==> src/rtl/store_lane_unit.sv <==
// Store lane unit: narrows a register value to byte/half/word, places it on the
// data-memory byte lanes with byte enables, and splits word-crossing stores in two.
`timescale 1ns/1ps
module store_lane_unit #(
  parameter int ALLOW_MISALIGNED = 1
) (
  input  logic        clk,
  input  logic        rst_n,
  input  logic        req_valid,
  output logic        req_ready,
  input  logic [31:0] req_addr,
  input  logic [31:0] req_data,
  input  logic [1:0]  req_size,
  output logic        mem_valid,
  input  logic        mem_ready,
  output logic [31:0] mem_addr,
  output logic [31:0] mem_wdata,
  output logic [3:0]  mem_be,
  output logic        done,
  output logic        err
);

  // Handshake: a transfer happens on a rising edge where valid & ready are both
  // high; a raised valid and its payload hold until that edge (reset excepted).
  localparam logic [1:0] ST_IDLE   = 2'd0;
  localparam logic [1:0] ST_BEAT0  = 2'd1;
  localparam logic [1:0] ST_BEAT1  = 2'd2;
  localparam logic [1:0] ST_REJECT = 2'd3;

  logic [1:0]  state;
  logic        b1_need;
  logic [31:0] b1_addr;
  logic [31:0] b1_wdata;
  logic [3:0]  b1_be;

  logic        accept;
  logic [1:0]  off;
  logic [3:0]  size_mask;
  logic [31:0] size_data;
  logic [7:0]  win_mask;
  logic [63:0] win_data;
  logic [31:0] beat0_addr;
  logic        need_b1;
  logic        reject;

  assign req_ready = (state == ST_IDLE);
  assign accept    = req_valid & req_ready;

  // Place the narrowed value into an 8-lane window spanning two memory words.
  always_comb begin
    off        = req_addr[1:0];
    size_mask  = 4'b0000;
    size_data  = 32'h0;
    case (req_size)
      2'b00: begin
        size_mask = 4'b0001;
        size_data = {24'h0, req_data[7:0]};
      end
      2'b01: begin
        size_mask = 4'b0011;
        size_data = {16'h0, req_data[15:0]};
      end
      2'b10: begin
        size_mask = 4'b1111;
        size_data = req_data;
      end
      default: begin
        size_mask = 4'b0000;
        size_data = 32'h0;
      end
    endcase
    win_mask   = {4'b0000, size_mask} << off;
    win_data   = {32'h0, size_data} << {off, 3'b000};
    beat0_addr = {req_addr[31:2], 2'b00};
    need_b1    = |win_mask[7:4];
    reject     = (req_size == 2'b11) || (need_b1 && (ALLOW_MISALIGNED == 0));
  end

  always_ff @(posedge clk or negedge rst_n) begin
    if (!rst_n) begin
      state     <= ST_IDLE;
      mem_valid <= 1'b0;
      mem_addr  <= 32'h0;
      mem_wdata <= 32'h0;
      mem_be    <= 4'b0000;
      done      <= 1'b0;
      err       <= 1'b0;
      b1_need   <= 1'b0;
      b1_addr   <= 32'h0;
      b1_wdata  <= 32'h0;
      b1_be     <= 4'b0000;
    end else begin
      done <= 1'b0;
      err  <= 1'b0;
      case (state)
        ST_IDLE: begin
          if (accept) begin
            if (reject) begin
              state <= ST_REJECT;
              err   <= 1'b1;
            end else begin
              state     <= ST_BEAT0;
              mem_valid <= 1'b1;
              mem_addr  <= beat0_addr;
              mem_be    <= win_mask[3:0];
              mem_wdata <= win_data[31:0];
              b1_need   <= need_b1;
              b1_addr   <= beat0_addr + 32'd4;
              b1_be     <= win_mask[7:4];
              b1_wdata  <= win_data[63:32];
            end
          end
        end
        ST_BEAT0: begin
          if (mem_ready) begin
            if (b1_need) begin
              state     <= ST_BEAT1;
              mem_addr  <= b1_addr;
              mem_be    <= b1_be;
              mem_wdata <= b1_wdata;
            end else begin
              state     <= ST_IDLE;
              mem_valid <= 1'b0;
              mem_addr  <= 32'h0;
              mem_be    <= 4'b0000;
              mem_wdata <= 32'h0;
              done      <= 1'b1;
            end
          end
        end
        ST_BEAT1: begin
          if (mem_ready) begin
            state     <= ST_IDLE;
            mem_valid <= 1'b0;
            mem_addr  <= 32'h0;
            mem_be    <= 4'b0000;
            mem_wdata <= 32'h0;
            done      <= 1'b1;
          end
        end
        ST_REJECT: begin
          state <= ST_IDLE;
        end
        default: begin
          state <= ST_IDLE;
        end
      endcase
    end
  end

endmodule

==> config.mk <==
export PLATFORM = sky130hd
export DESIGN_NAME = store_lane_unit
export DESIGN_NICKNAME = d
export VERILOG_FILES = /design/src/rtl/store_lane_unit.sv
export SDC_FILE = /design/constraint.sdc
export NUM_CORES = 1
export LEC_CHECK = 0
export CAP_MARGIN = 40
export CORE_ASPECT_RATIO = 1.2
export CORE_MARGIN = 3
export CORE_UTILIZATION = 35
export CTS_BUF_LIST = sky130_fd_sc_hd__clkbuf_8 sky130_fd_sc_hd__clkbuf_16
export DETAILED_ROUTE_END_ITERATION = 8
export PLACE_DENSITY = 0.64
export RECOVER_POWER = 25
export SLEW_MARGIN = 10
export SYNTH_ARGS = -nofsm -noshare
export SYNTH_HDL_FRONTEND = slang
export SYNTH_SLANG_ARGS = --single-unit
==> constraint.sdc <==
create_clock -name clk -period 1.95 [get_ports clk]
set_input_delay 0.39 -clock clk [delete_from_list [all_inputs] [get_ports clk]]
set_output_delay 0.39 -clock clk [all_outputs]
set_load 0.01 [all_outputs]
==> reports/qor.txt <==
outcome -> finished clean
Die Span Y -> 156.6 µm
R2R Setup Slk -> 0.08 ns
Pwr Total -> 13550 µW
Max-Cap Viols -> 0
largest family of logic cells by synthesized area -> compound AO/OA/AOI/OAI gates
clk_skew -> 0.005783 ns
post-route antenna net violation count -> 0
Die ar. -> 20600 µm²
Yosys cell types -> 53
CP Data Required Time -> 2.26 ns
Setup TNS -> 0 ns
worst vdd ir -> 0.6548 mV
synthesized flop and latch total -> 129
fin util -> 0.5493
Final Max Tran Viols -> 0
Critical Path Start -> req_addr[8]
Synth async-reset ratio -> 1.000
hold_sp -> req_addr[2]
element type at the critical path end -> register
row count -> 54
clock root cell -> clkbuf_16
synthesized area per cell -> 9.254 µm²
Initial Util -> 0.3600
CP startpoint kind -> input port
first-pass GRT wire length -> 32.22 mm
Period minus WS final -> 1.886 ns
dpl cell area -> 9151 µm²
Compound-Gate Fraction of Synth Area -> 0.1999
placed cells -> 1174
H-tree Lvls -> 4
Hold Fails Final Rpt -> 0
cts bufs inserted -> 17
Via density -> 5.059
Syn. warnings -> 0
share of post-route cells with drive strength above 1 -> 0.2133
period utilization -> 0.9673
Initial DRC Count -> 353
wire per inst -> 16.91 µm
most area-hungry cell type in the Yosys netlist -> dfrtp_1
number of synthesized flops with an enable pin -> 0
CTS Buffer Depth -> 2
CTS tree -> built
Mapped Area -> 6616 µm²
crit path max fanout -> 7
die width -> 131.5 µm
First-pass DRT Iterations -> 5
WP data arrival -> 2.20 ns
IO Port Bufs -> 139
Syn Inst Count -> 715
Fillers -> 1677
pwr/cell area -> 1342 nW/µm²
grt ovf -> 0
clk slew on worst S/H paths -> 0.06 ns
drt total wl -> 20.51 mm
worst r2r src -> state[1]$_DFFE_PN0P_
Post-Synth XOR/XNOR Area -> 0.03707
Area Overhead vs Synth -> 52.57%
cell area after layout -> 10090 µm²
most common cell in the synthesized netlist -> nand2_1
Pleak -> 0.004356 µW
worst slew pin tran -> 0.7596 ns
post-DP HPWL -> 14.53 mm
max_slew headroom -> 0.4936
core area -> 18380 µm²
gpl congestion -> 0.8911
FMAX -> 530.1 MHz
via count -> 6136
Layout Cells excl Fill -> 1213
mux share of post-synthesis cell area -> 0.02156
NumNets Final -> 1029
diode count -> 0
vias in the first global route -> 6193
simple-gate share of the synthesized area -> 0.1938
critical path class -> in -> reg
sequential area share after synthesis -> 0.4879
Residual DRC -> 0
initial antenna violation count -> 0
post-synthesis adder-cell area fraction -> 0.02080
Post-synth top cells -> nand2_1, dfrtp_1, o21ai_0
Top FF cell, synth -> dfrtp_1
I/O pin count -> 142
Setup-failing EPs final -> 0
GRT Util Overall -> 0.1955
top-area cell type share of the netlist area -> 0.4879
top cells by area, synth -> dfrtp_1, nand2_1, o21ai_0
insertion delay to the later sink of the worst-skew pair -> 0.42 ns
clk sinks -> 129
Worst Hold Class -> in -> reg
largest net degree at the start of global routing -> 48
## power by group
part           total [µW]  internal (µW)  switching [µW]
Clock                3790           2560            1230
Combinational        5640           2700            2940
Sequential           4120           3610             506
Total               13500           8870            4680
## worst paths after layout
path | depth (start not counted) | endpoint
min in group asynchronous | 2 | mem_wdata[1]$_DFFE_PN0P_
worst min register to register | 2 | mem_wdata[1]$_DFFE_PN0P_
worst min-delay path | 3 | b1_addr[2]$_DFFE_PN0P_
worst max-delay path | 7 | b1_addr[29]$_DFFE_PN0P_
worst max register to register | 9 | mem_wdata[21]$_DFFE_PN0P_
max in group asynchronous | 3 | mem_addr[17]$_DFFE_PN0P_
## sequential cells by signal, summed over array words and instances (netlist names)
name,flops
mem_wdata,32
b1_addr,30
mem_addr,30
b1_wdata,24
mem_be,4
b1_be,3
state,2
b1_need,1
done,1
err,1
mem_valid,1
## placed cells by master, fill, tap and decap left out, types with 8 or more instances in the layout
cell type / n
a22oi_1: 24
dfrtp_1: 129
clkbuf_16: 18
xor2_1: 11
nor2_1: 12
buf_12: 9
o22ai_1: 8
o21ai_0: 91
nand3_1: 10
a32o_1: 8
and2_1: 8
nor3_1: 9
a21oi_1: 35
nand2_1: 144
buf_4: 102
mux2_2: 10
inv_1: 10
nor2b_1: 30
o21ai_1: 12
a22o_1: 8
clkdlybuf4s50_1: 130
xnor2_1: 17
## per-layer routing
layer	track usage	vias to the layer above	wire length (µm)
met5	0	-	0
met4	0.07054	0	396
met3	0.03087	28	876
met2	0.3519	180	10590
met1	0.2384	2920	8649
li1	-	3008	-
## kinds of logic (layout without fill, tap and decap cells)
logic type	after synthesis	after routing
AND/OR/NAND/NOR	257	257
multiplexers	13	13
other	1	2
adder cells (fa/ha/maj)	11	11
XOR/XNOR	28	28
buffers and inverters	61	303
AO/OA/AOI/OAI	215	218
flip-flops	129	129
## area by class of cell
type	count	area, µm²	share of cell area
multi-input combinational	529	3364	0.3333
clock buffer	18	439.2	0.04351
timing repair buffer	260	2447	0.2424
tap	252	315.3	0.03123
inverter	11	41.29	0.004090
clock inverter	14	259.0	0.02566
sequential	129	3228	0.3198
## timing repair
action                                 CTS  global route
endpoints found under the hold margin   25             0
gates resized for setup                 16            39
hold buffers                             1             0
setup endpoints to repair               48            76
pin swaps                                2            10
cloned                                   1             4
setup buffers                            0             1
## critical path, cell delays in order
cell and delay, ns:
clkdlybuf4s50_1 0.53, nand4_4 0.15, or4_1 0.54, buf_6 0.17
nor4_4 0.15, xnor2_1 0.18, o21ai_2 0.07
## per-stage QoR
step	worst slack [ns]	hold slack, ns
after floorplan	-0.01187	0.09441
after global routing	-0.02832	0.4437
final	0.06370	0.4327
after detailed placement	-0.5763	0.3640
after CTS	0.0009568	0.4553
after global placement	-0.5302	0.3604
Power figures use the tool's default switching activity.
